File: config.mk
export PLATFORM = sky130hd
export DESIGN_NAME = mem_port_arbiter
export DESIGN_NICKNAME = d
export VERILOG_FILES = /design/src/rtl/mem_port_arbiter.sv
export SDC_FILE = /design/constraint.sdc
export NUM_CORES = 1
export LEC_CHECK = 0
export ABC_CLOCK_PERIOD_IN_PS = 3080
export CAP_MARGIN = 20
export CORE_ASPECT_RATIO = 0.6
export CORE_UTILIZATION = 28
export CTS_CLUSTER_DIAMETER = 60
export DETAILED_ROUTE_END_ITERATION = 10
export SLEW_MARGIN = 20
export SYNTH_ARGS = -nofsm -noshare
export SYNTH_HDL_FRONTEND = slang
export SYNTH_SLANG_ARGS = --single-unit
File: constraint.sdc
create_clock -name clk -period 3.08 [get_ports clk]
set_clock_uncertainty 0.05 [all_clocks]
set_input_delay 0.924 -clock clk [delete_from_list [all_inputs] [get_ports clk]]
set_output_delay 0.924 -clock clk [all_outputs]
set_load 0.05 [all_outputs]
File: src/rtl/mem_port_arbiter.sv
// Shares one single-ported memory between instruction fetch and data access.
// Round-robin arbitration, pre-checked alignment, wait-state timeout, sub-word lane handling.
module mem_port_arbiter #(
    parameter int ADDR_WIDTH = 32,
    parameter int DATA_WIDTH = 32,
    parameter int TIMEOUT    = 15
) (
    input  logic                  clk,
    input  logic                  rst,
    input  logic                  if_req,
    input  logic [ADDR_WIDTH-1:0] if_addr,
    output logic                  if_ack,
    output logic                  if_err,
    output logic [DATA_WIDTH-1:0] if_rdata,
    input  logic                  dm_req,
    input  logic                  dm_we,
    input  logic [ADDR_WIDTH-1:0] dm_addr,
    input  logic [DATA_WIDTH-1:0] dm_wdata,
    input  logic [1:0]            dm_size,
    input  logic                  dm_signed,
    output logic                  dm_ack,
    output logic                  dm_err,
    output logic [DATA_WIDTH-1:0] dm_rdata,
    output logic                  mem_req,
    output logic                  mem_we,
    output logic [ADDR_WIDTH-1:0] mem_addr,
    output logic [3:0]            mem_be,
    output logic [DATA_WIDTH-1:0] mem_wdata,
    input  logic                  mem_ready,
    input  logic [DATA_WIDTH-1:0] mem_rdata,
    output logic                  stall
);

    typedef enum logic [1:0] {IDLE, BUSY_IF, BUSY_DM} state_t;

    localparam logic [7:0] LP_TIMEOUT = 8'(TIMEOUT);

    state_t                r_state;
    state_t                w_stateNext;
    logic                  r_lastGrantDm;
    logic [7:0]            r_count;
    logic [1:0]            r_offset;
    logic [1:0]            r_size;
    logic                  r_signed;

    logic                  w_eligIf;
    logic                  w_eligDm;
    logic                  w_grantIf;
    logic                  w_grantDm;
    logic                  w_preErr;
    logic                  w_done;
    logic                  w_timeout;
    logic                  w_dmBad;
    logic [3:0]            w_dmBe;
    logic [DATA_WIDTH-1:0] w_dmWdata;
    logic [DATA_WIDTH-1:0] w_shifted;
    logic [DATA_WIDTH-1:0] w_loadData;

    // A requester acknowledged this cycle is not eligible, so it cannot be re-issued on its own ack
    assign w_eligIf = if_req & ~if_ack;
    assign w_eligDm = dm_req & ~dm_ack;
    assign stall    = (if_req & ~if_ack) | (dm_req & ~dm_ack);

    always_comb begin
        w_dmBad   = 1'b0;
        w_dmBe    = 4'b1111;
        w_dmWdata = dm_wdata;
        unique case (dm_size)
            2'b00: begin
                w_dmBe    = 4'b0001 << dm_addr[1:0];
                w_dmWdata = {4{dm_wdata[7:0]}};
            end
            2'b01: begin
                w_dmBad   = dm_addr[0];
                w_dmBe    = 4'b0011 << dm_addr[1:0];
                w_dmWdata = {2{dm_wdata[15:0]}};
            end
            2'b10: w_dmBad = |dm_addr[1:0];
            default: w_dmBad = 1'b1;
        endcase
    end

    always_comb begin
        w_shifted  = mem_rdata >> {r_offset, 3'b000};
        w_loadData = mem_rdata;
        unique case (r_size)
            2'b00: w_loadData = {{24{r_signed & w_shifted[7]}}, w_shifted[7:0]};
            2'b01: w_loadData = {{16{r_signed & w_shifted[15]}}, w_shifted[15:0]};
            default: w_loadData = mem_rdata;
        endcase
    end

    always_comb begin
        w_stateNext = r_state;
        w_grantIf   = 1'b0;
        w_grantDm   = 1'b0;
        w_preErr    = 1'b0;
        w_done      = 1'b0;
        w_timeout   = 1'b0;
        unique case (r_state)
            IDLE: begin
                if (w_eligIf && w_eligDm) begin
                    w_grantIf = r_lastGrantDm;
                    w_grantDm = ~r_lastGrantDm;
                end else begin
                    w_grantIf = w_eligIf;
                    w_grantDm = w_eligDm;
                end
                if (w_grantIf) begin
                    w_preErr = |if_addr[1:0];
                    if (!w_preErr) w_stateNext = BUSY_IF;
                end
                if (w_grantDm) begin
                    w_preErr = w_dmBad;
                    if (!w_preErr) w_stateNext = BUSY_DM;
                end
            end
            BUSY_IF, BUSY_DM: begin
                if (mem_ready) begin
                    w_done      = 1'b1;
                    w_stateNext = IDLE;
                end else if (r_count == LP_TIMEOUT) begin
                    w_timeout   = 1'b1;
                    w_stateNext = IDLE;
                end
            end
            default: w_stateNext = IDLE;
        endcase
    end

    // Memory-side outputs stay frozen while busy; only completion or timeout releases them
    always_ff @(posedge clk or negedge rst) begin
        if (!rst) begin
            r_state       <= IDLE;
            r_lastGrantDm <= 1'b0;
            r_count       <= 8'd0;
            r_offset      <= 2'b00;
            r_size        <= 2'b00;
            r_signed      <= 1'b0;
            if_ack        <= 1'b0;
            if_err        <= 1'b0;
            if_rdata      <= '0;
            dm_ack        <= 1'b0;
            dm_err        <= 1'b0;
            dm_rdata      <= '0;
            mem_req       <= 1'b0;
            mem_we        <= 1'b0;
            mem_addr      <= '0;
            mem_be        <= 4'b0000;
            mem_wdata     <= '0;
        end else begin
            r_state <= w_stateNext;
            if_ack  <= 1'b0;
            if_err  <= 1'b0;
            dm_ack  <= 1'b0;
            dm_err  <= 1'b0;
            if (w_grantIf || w_grantDm) r_lastGrantDm <= w_grantDm;
            if (w_grantIf) begin
                if (w_preErr) begin
                    if_ack   <= 1'b1;
                    if_err   <= 1'b1;
                    if_rdata <= '0;
                end else begin
                    mem_req  <= 1'b1;
                    mem_we   <= 1'b0;
                    mem_addr <= {if_addr[ADDR_WIDTH-1:2], 2'b00};
                    mem_be   <= 4'b1111;
                end
            end
            if (w_grantDm) begin
                if (w_preErr) begin
                    dm_ack   <= 1'b1;
                    dm_err   <= 1'b1;
                    dm_rdata <= '0;
                end else begin
                    mem_req   <= 1'b1;
                    mem_we    <= dm_we;
                    mem_addr  <= {dm_addr[ADDR_WIDTH-1:2], 2'b00};
                    mem_be    <= w_dmBe;
                    mem_wdata <= w_dmWdata;
                    r_offset  <= dm_addr[1:0];
                    r_size    <= dm_size;
                    r_signed  <= dm_signed;
                end
            end
            if (w_done || w_timeout) begin
                mem_req <= 1'b0;
                r_count <= 8'd0;
                if (r_state == BUSY_IF) begin
                    if_ack   <= 1'b1;
                    if_err   <= w_timeout;
                    if_rdata <= w_timeout ? '0 : mem_rdata;
                end else begin
                    dm_ack   <= 1'b1;
                    dm_err   <= w_timeout;
                    dm_rdata <= w_timeout ? '0 : w_loadData;
                end
            end else if (r_state != IDLE) begin
                r_count <= r_count + 8'd1;
            end
        end
    end

endmodule
Word level (Yosys, flattened, before mapping)
Index checks and enable logic that the tools add are counted.
- add/subtract/negate cells: 1
- equality and inequality tests: 7
- reduce and logical (&&, ||, !) cells: 12
- shift operators: 3
- mux-type cells: 65
- bitwise logic cells: 9
- operators with widths (operator ; count):
    32-bit two-way mux ; 14
    32-bit one-hot mux with 2 select lines ; 2
    1-bit two-way mux ; 34
    32-bit by 5-bit right shift with 16-bit output ; 1
    4-bit two-way mux ; 4
    8-bit two-way mux ; 2
    2-bit two-way mux ; 6
    8-bit by 1-bit adder with 8-bit output, second input constant ; 1
    8-bit by 4-bit == test with 1-bit output, second input constant ; 1
    4-bit one-hot mux with 2 select lines ; 1
    2-bit by 1-bit == test with 1-bit output, second input constant ; 3
    2-bit zero test ; 3
    2-bit OR reduction ; 3
    1-bit AND ; 4
    2-bit == test, second input constant ; 2
    1-bit NOT ; 4
    2-bit one-hot mux with 2 select lines ; 1
    2-bit nonzero test ; 2
    1-bit by 2-bit << shifter with 4-bit output, first input constant ; 1
    2-bit by 2-bit << shifter with 4-bit output, first input constant ; 1
    3-bit != test, second input constant ; 1
    1-bit one-hot mux with 3 select lines ; 1
    1-bit logical OR ; 2
    2-bit AND reduction ; 1
    other kinds (2) ; 2
- output and inout port bits: 139
- register bits: 154

Depth between registers and ports, before layout
Gate-level depths: netlist of the first run.
- depth after elaboration: 13
- mapped depth: 9

Worst setup path before layout of the first run
No wires, ideal clock.
- path type: input -> output
- start point: input port dm_req
- end point: output port stall
- stages on the path: 2
- data required time: 2.106 ns
- path buffers: 0
- arrival time: 2.029 ns
- path slack: 0.077 ns
- cell sequence: inv_1 -> o21ai_0
- longest elaborated chain between the ends: 2
- RTL lines (item ; line ; source):
    from (decl) ; 15 ; input logic dm_req,
    1-bit AND ; 62 ; assign stall = (if_req & ~if_ack) | (dm_req & ~dm_ack);
    1-bit bitwise OR ; 62 ;
    to (decl) ; 31 ; output logic stall
No other way between the ends.

Worst setup path after layout of the first run
Ends and elaborated chain as after synthesis.

==> results of run 1 <==
[worst max-delay path by stage]
stage / end / slack (ns) / cells after the start
after floorplan: stall / 0.08 / 2
after global placement: stall / 0.09 / 4
after detailed placement: stall / 0.11 / 4
after CTS: stall / 0.11 / 4
after global routing: stall / 0.06 / 4
final: stall / 0.11 / 4
[flip-flops by register name, indices dropped and copies added (netlist names)]
register / count
dm_rdata: 32
if_rdata: 32
mem_addr: 32
mem_wdata: 32
r_count: 8
mem_be: 4
r_offset: 2
r_size: 2
r_state: 2
dm_ack: 1
dm_err: 1
if_ack: 1
if_err: 1
mem_req: 1
mem_we: 1
r_lastGrantDm: 1
r_signed: 1
[cells in the mapped netlist (10+ instances only)]
| cell | count | area (um2) |
|---|---|---|
| buf_2 | 12 | 60.1 |
| a21oi_1 | 49 | 245 |
| clkbuf_1 | 33 | 124 |
| inv_1 | 55 | 206 |
| a22o_1 | 35 | 307 |
| nand2_1 | 54 | 203 |
| nor3_1 | 10 | 50.1 |
| nor2_1 | 24 | 90.1 |
| dfrtp_1 | 154 | 3850 |
| o211ai_1 | 36 | 270 |
| mux2i_1 | 36 | 360 |
| mux2_2 | 14 | 158 |
| o21ai_0 | 47 | 235 |
| o22ai_1 | 35 | 219 |
[cell families after synthesis]
family,synth area share [%]
XOR/XNOR,0.247
flip-flops,54.3
multiplexers,7.62
AO/OA/AOI/OAI,23.3
AND/OR/NAND/NOR,7.65
buffers and inverters,6.14
adder cells (fa/ha/maj),0.705
[routing by layer]
metal  vias to the layer above  global-route usage (%)
met4                         0                    3.64
met2                       211                    26.9
met3                        17                    6.78
met5                         -                       0
met1                      3089                    27.3
li1                       3027                       -
[power breakdown]
part,internal [W],switching [W]
Clock,0.00112,0.000920
Sequential,0.00289,0.000568
Combinational,0.00250,0.00467
[cell type report]
cell class	count	area (um2)	share of cell area, %
sequential	154	3850	35.2
timing repair buffer	311	3100	28.3
multi-input combinational	416	2820	25.8
clock buffer	17	425	3.88
tap	322	403	3.68
inverter	55	206	1.89
clock inverter	15	143	1.30
[worst reg2reg max path, cell delays in order, from the launching register on]
cell	delay, ns
dfrtp_1	0.39
inv_1	0.10
ha_1	0.33
nand3b_1	0.14
or4b_1	0.60
o21a_4	0.23
a221o_1	0.33
[per-stage QoR]
step           util, %  worst slack, ns  hold WS, ns  std cells
2_1_floorplan        -           0.0766        0.414        679
3_3_place_gp      42.4           0.0911        0.412       1258
3_5_place_dp      42.4            0.110        0.419       1258
4_1_cts           44.7            0.105        0.435       1290
5_1_grt           44.7           0.0566        0.452       1290
6_report          44.7            0.107        0.428       1290
==> Flow_metrics.wiki, run 1 <==
{| class="wikitable"
! Metric !! Value
|-
| Final worst-path cycle share || between 90% and 100%
|-
| Average cell area after synthesis || 10.5 um2
|-
| Setup repair after global routing missed its margin || no
|-
| # fillers || 2341
|-
| Antenna-violating nets left || 0
|-
| Post-Route M1 WL || 12.3 mm
|-
| Worst Path Buf+Inv || 3
|-
| Sum of negative setup slack || 0 ns
|-
| Max cap viols || 0
|-
| Number of placed I/O pins || 276
|-
| Time the final worst path needs with I/O delays and setup || ~3.0 ns
|-
| Critical path fanouts, max || 4
|-
| Clock tree from TritonCTS || built
|-
| Core Box Area || ~0.024 mm2
|-
| Die Wd || 208 um
|-
| Largest net degree at the start of global routing || 65
|-
| Reg-to-reg critical path startpoint || r_state[1]
|-
| PortBufs || approximately 280
|-
| Leakage component of the power || 4.75 nW
|-
| Length of routed met2 wiring || 10.1 mm
|-
| Data required time at the worst endpoint || roughly 2.1 ns
|-
| All-Layer GR Usage || 18.9%
|-
| Final Hold Violating Endpoints || 0
|-
| Cells after Synth || 679
|-
| Flop and latch count out of synthesis || 154
|-
| Start-to-end type of the worst setup path || in2out
|-
| Die Y || 125 um
|-
| Reg-to-Reg End || dm_rdata[10]
|-
| HPWL after detailed placement || 18.0 mm
|-
| Class of the tightest hold or removal check || reg2reg
|-
| CTS H-tree depth || 4
|-
| Initial cell density of the core || 29.0%
|-
| Chain of cells forming the critical path || clkdlybuf4s50_1, inv_1, o21ai_0, buf_12
|-
| Family with the most delay on the worst path || buffers and inverters
|-
| Final Instance Area || 0.0110 mm2
|-
| Initial antenna violation count || 0
|-
| Capturing element type of the critical path || primary output
|-
| Final net count || around 1100
|-
| Count of instances resized after the clock tree is built || 0
|-
| Top layer in use || met4
|-
| Worst reg-to-reg setup slack || just over 0.8 ns
|-
| Peak supply drop || around 0.48 mV
|-
| Maximum frequency from static timing analysis || roughly 340 MHz
|-
| Post-CTS Setup Repair Bufs || 0
|-
| CTS Hold Buffers Added || 0
|-
| Number of cell instances on the worst register-to-register path || 6
|-
| Commonest non-fill, non-tap cells in the layout || clkdlybuf4s50_1 (273), dfrtp_1 (154), inv_1 (55)
|-
| Detailed-route via count || 6344
|-
| Result of the run || complete, no violations
|-
| Worst endpoint data arrival time || 2.00 ns
|-
| Pwr/cell area || 1160 mW/mm2
|-
| Vias per std cell || 4.92
|-
| Most common flop cell mapped by yosys || dfrtp_1
|-
| Final slew viol count || 0
|-
| Hold path endpoint || mem_wdata[14]
|-
| Distinct cell type count of the synthesized netlist || 44
|-
| EDFF count, synth || 0
|-
| Worst-margin pin slew || 0.994 ns
|-
| Sequential cell area fraction in the yosys report || 54.3%
|-
| Total Power Consumption || 0.0127 W
|-
| Biggest cell delay along the critical path || between 0.5 and 0.6 ns
|-
| Hold Path Cell Cnt || 2
|-
| Start point of the worst min-delay path || mem_wdata[14]
|-
| Clock slew at the register clock pins of the worst setup and hold paths || 0.07 ns
|-
| Nature of the critical path startpoint || primary input
|-
| Number of DRC violations after detailed routing || 0
|-
| Netlist Area Pre-Place || about 0.0071 mm2
|-
| Ys async rst share || 100%
|-
| Buffer depth of the longest clock path || 2
|-
| Fraction of final layout cells with drive strength greater than 1 || 9.92%
|-
| Met3 routed wirelength || 1.82 mm
|-
| Slowest cell on the critical path || clkdlybuf4s50_1
|-
| Warnings, synthesis || 0
|-
| Nets in the synthesized netlist || 820
|-
| Instance area at placement || 0.0104 mm2
|-
| Clock Sinks || 154
|-
| Clock Tree Root || clkbuf_16
|-
| Initial DRC Count || 341
|-
| Overall die area || roughly 0.026 mm2
|-
| Drt wl/cell || 18.9 um
|-
| Number of detailed-route iterations in the first pass || 5
|-
| Relative max-transition margin || 33.5%
|-
| Area growth from synthesis to layout || 54.3%
|-
| Final weighted congestion in routability-driven placement || approximately 0.81
|-
| Insertion delay to the later sink of the worst-skew pair || about 0.42 ns
|-
| First-pass GRT wire length || between 30 and 40 mm
|-
| Number of global-route vias before repair || 6423
|-
| DRT Wirelength || 24.3 mm
|-
| Worst Setup SP || dm_req
|-
| Clock buffer count from CTS || 17
|-
| # rows || 44
|-
| Most common library cell in the layout ignoring fill and taps || clkdlybuf4s50_1
|-
| Final setup viols || 0
|-
| Count of antenna diodes in the layout || 0
|-
| Remaining Overflow, GRT || 0
|}
(Power assumes the default switching activity.)
==> inputs of run 2 (changes only) <==
--- a/config.mk
+++ b/config.mk
@@ -8,6 +8,7 @@
 export ABC_CLOCK_PERIOD_IN_PS = 3080
 export CAP_MARGIN = 20
 export CORE_ASPECT_RATIO = 0.6
+export CORE_MARGIN = 1.5
 export CORE_UTILIZATION = 28
 export CTS_CLUSTER_DIAMETER = 60
 export DETAILED_ROUTE_END_ITERATION = 10
==> run 2 against run 1 <==
First-iteration DRC count grew 43%. Total power grew 1.1%. Clock power grew 4%. Utilization is essentially flat. Critical path type unchanged. Global-route usage grew 0.38 points. Sequential share of layout area shrank 0.12 points. Maximum frequency is essentially flat. Sequential power grew 2%. Count of clock-buffer cells in the layout grew 2.
==> Flow_metrics.wiki, run 2 (synthesis gave the netlist of run 1 again) <==
{| class="wikitable"
! Metric !! Value
|-
| Core Box Area || 0.0246 mm2 (was 0.0245 mm2)
|-
| Chain of cells forming the critical path || clkdlybuf4s50_1, inv_1, o21ai_0, buf_12 (unchanged)
|-
| HPWL after detailed placement || 18.0 mm (about the same)
|-
| Number of detailed-route iterations in the first pass || 5 (unchanged)
|-
| Relative max-transition margin || 30.9% (was 33.5%)
|-
| Clock group share of total power || 16.5% (was 16.1%)
|-
| Worst endpoint data arrival time || 2.00 ns (about the same)
|-
| Die Wd || 209 um (was 208 um)
|-
| Number of placed I/O pins || 276 (unchanged)
|-
| Overall die area || 0.0263 mm2 (was 0.0260 mm2)
|-
| Class of the tightest hold or removal check || in2async (was reg2reg)
|-
| Detailed-route via count || 6350 (was 6344)
|-
| Initial DRC Count || 489 (was 341)
|-
| Fraction of final layout cells with drive strength greater than 1 || 9.72% (was 9.92%)
|-
| Post-CTS Setup Repair Bufs || 0 (unchanged)
|-
| Number of global-route vias before repair || 6433 (was 6423)
|-
| Result of the run || complete, no violations (unchanged)
|-
| Net Switching || 0.00617 W (was 0.00616 W)
|-
| Final weighted congestion in routability-driven placement || 0.822 (was 0.809)
|-
| Clock Tree Root || clkbuf_16 (unchanged)
|-
| Combinational group share of total power || 55.9% (was 56.6%)
|-
| Final net count || 1095 (was 1096)
|-
| Leakage component of the power || 4.76 nW (was 4.75 nW)
|-
| Peak supply drop || 0.609 mV (was 0.482 mV)
|-
| Sum of negative setup slack || 0 ns (unchanged)
|-
| Critical path fanouts, max || 4 (unchanged)
|-
| Commonest non-fill, non-tap cells in the layout || clkdlybuf4s50_1 (273), dfrtp_1 (154), inv_1 (55) (unchanged)
|-
| Number of DRC violations after detailed routing || 0 (unchanged)
|-
| Vias per std cell || 4.93 (was 4.92)
|-
| Remaining Overflow, GRT || 0 (unchanged)
|-
| Reg-to-Reg End || dm_rdata[5] (was dm_rdata[10])
|-
| Clock Sinks || 154 (unchanged)
|-
| Clock tree from TritonCTS || built (unchanged)
|-
| CTS H-tree depth || 4 (unchanged)
|-
| Final worst-path cycle share || 96.4% (was 96.5%)
|-
| Slowest cell on the critical path || clkdlybuf4s50_1 (unchanged)
|-
| First-pass GRT wire length || 38.9 mm (was 37.9 mm)
|-
| Initial cell density of the core || 28.9% (was 29.0%)
|-
| Buffer depth of the longest clock path || 2 (unchanged)
|-
| PortBufs || 275 (unchanged)
|-
| Drt wl/cell || 19.3 um (was 18.9 um)
|-
| Start-to-end type of the worst setup path || in2out (unchanged)
|-
| Clock buffer count from CTS || 17 (unchanged)
|-
| Insertion delay to the later sink of the worst-skew pair || 0.42 ns (about the same)
|-
| Biggest cell delay along the critical path || 0.55 ns (was 0.54 ns)
|-
| Most common library cell in the layout ignoring fill and taps || clkdlybuf4s50_1 (unchanged)
|-
| Final Instance Area || 0.0110 mm2 (about the same)
|-
| Initial antenna violation count || 0 (unchanged)
|-
| Reg-to-reg critical path startpoint || r_offset[1] (was r_state[1])
|-
| Pwr/cell area || 1170 mW/mm2 (was 1160 mW/mm2)
|-
| Nature of the critical path startpoint || primary input (unchanged)
|-
| CTS Hold Buffers Added || 0 (unchanged)
|-
| Final slew viol count || 0 (unchanged)
|-
| Final Hold Violating Endpoints || 0 (unchanged)
|-
| # rows || 44 (unchanged)
|-
| Largest net degree at the start of global routing || 55 (was 65)
|-
| Antenna-violating nets left || 0 (unchanged)
|-
| Proportion of power drawn by flip-flops and latches || 27.6% (was 27.3%)
|-
| Maximum frequency from static timing analysis || 337 MHz (was 336 MHz)
|-
| Time the final worst path needs with I/O delays and setup || 2.97 ns (about the same)
|-
| Final setup viols || 0 (unchanged)
|-
| Clock slew at the register clock pins of the worst setup and hold paths || 0.06 ns (was 0.07 ns)
|-
| Data required time at the worst endpoint || 2.11 ns (about the same)
|-
| All-Layer GR Usage || 19.3% (was 18.9%)
|-
| Count of instances resized after the clock tree is built || 0 (unchanged)
|-
| Worst-margin pin slew || 1.03 ns (was 0.994 ns)
|-
| Max cap viols || 0 (unchanged)
|-
| Fraction of power spent switching nets || 48.1% (was 48.6%)
|-
| Worst reg-to-reg setup slack || 0.84 ns (was 0.81 ns)
|-
| Area growth from synthesis to layout || 54.9% (was 54.3%)
|-
| Instance area at placement || 0.0104 mm2 (about the same)
|-
| Setup repair after global routing missed its margin || no (unchanged)
|-
| DRT Wirelength || 24.9 mm (was 24.3 mm)
|-
| Count of antenna diodes in the layout || 0 (unchanged)
|-
| Number of cell instances on the worst register-to-register path || 3 (was 6)
|-
| Cell-internal power || 0.00664 W (was 0.00651 W)
|-
| Capturing element type of the critical path || primary output (unchanged)
|-
| Die Y || 126 um (was 125 um)
|}
## run 2: cell count changes in the layout (fill, tap and decap cells not counted)
cell	previous run	this run
clkinv_4	4	2
clkbuf_8	0	1
bufinv_16	1	2
buf_4	31	28
inv_6	4	3
clkinvlp_4	5	4
clkbuf_1	0	1
buf_12	6	8
clkinv_2	1	2
## run 2: per-stage QoR
stage	hold WS (ns)	cells	setup slack (ns)	power, W	utilization (%)
6_report	0.409	1289	0.110	0.0128	44.8
4_1_cts	0.416	1289	0.110	0.0129	44.8
3_3_place_gp	0.411	1257	0.115	0.0107	42.4
2_1_floorplan	0.414	679	0.0766	0.00802	-
5_1_grt	0.440	1289	0.0678	0.0135	44.8
3_5_place_dp	0.424	1257	0.108	0.0107	42.4
## run 2: worst max-delay path by stage
stage | from | to | slack, ns
2_1_floorplan | dm_req | stall | 0.08
3_3_place_gp | dm_req | stall | 0.11
3_5_place_dp | dm_size[0] | mem_wdata[10] | 0.11
4_1_cts | dm_req | stall | 0.11
5_1_grt | dm_req | stall | 0.07
6_report | dm_req | stall | 0.11
## run 2: metal layers
layer  GRT usage [%]  routed length (um)  part of all wire [%]  up-vias
met2            26.4               10200                    41      207
met1            29.2               12700                    51     3101
li1                -                   -                     -     3028
met3            6.02                1830                   7.3       14
met5               0                   0                     0        -
met4            4.25                 168                  0.67        0
## run 2: final cells by class
class / instances / area, um2
clock buffers: 19 / 443
clock inverters: 13 / 144
fillers: 2320 / 13600
inverters: 55 / 206
multi-input cells: 416 / 2820
flip-flops and latches: 154 / 3850
well taps: 322 / 403
repair buffers: 310 / 3110
## run 2: power by group through the flow
stage	sequential (W)	combinational [W]	clock, W
finish	0.00353	0.00716	0.00212
global route	0.00366	0.00757	0.00226
CTS	0.00353	0.00720	0.00217
detailed placement	0.00353	0.00718	0
global placement	0.00354	0.00715	0
floorplan	0.00602	0.00200	0
## run 2: worst max-delay path, delay by kind of cell
family	cells	cell delay, ns
buf+inv	3	0.78
compound gates	1	0.29
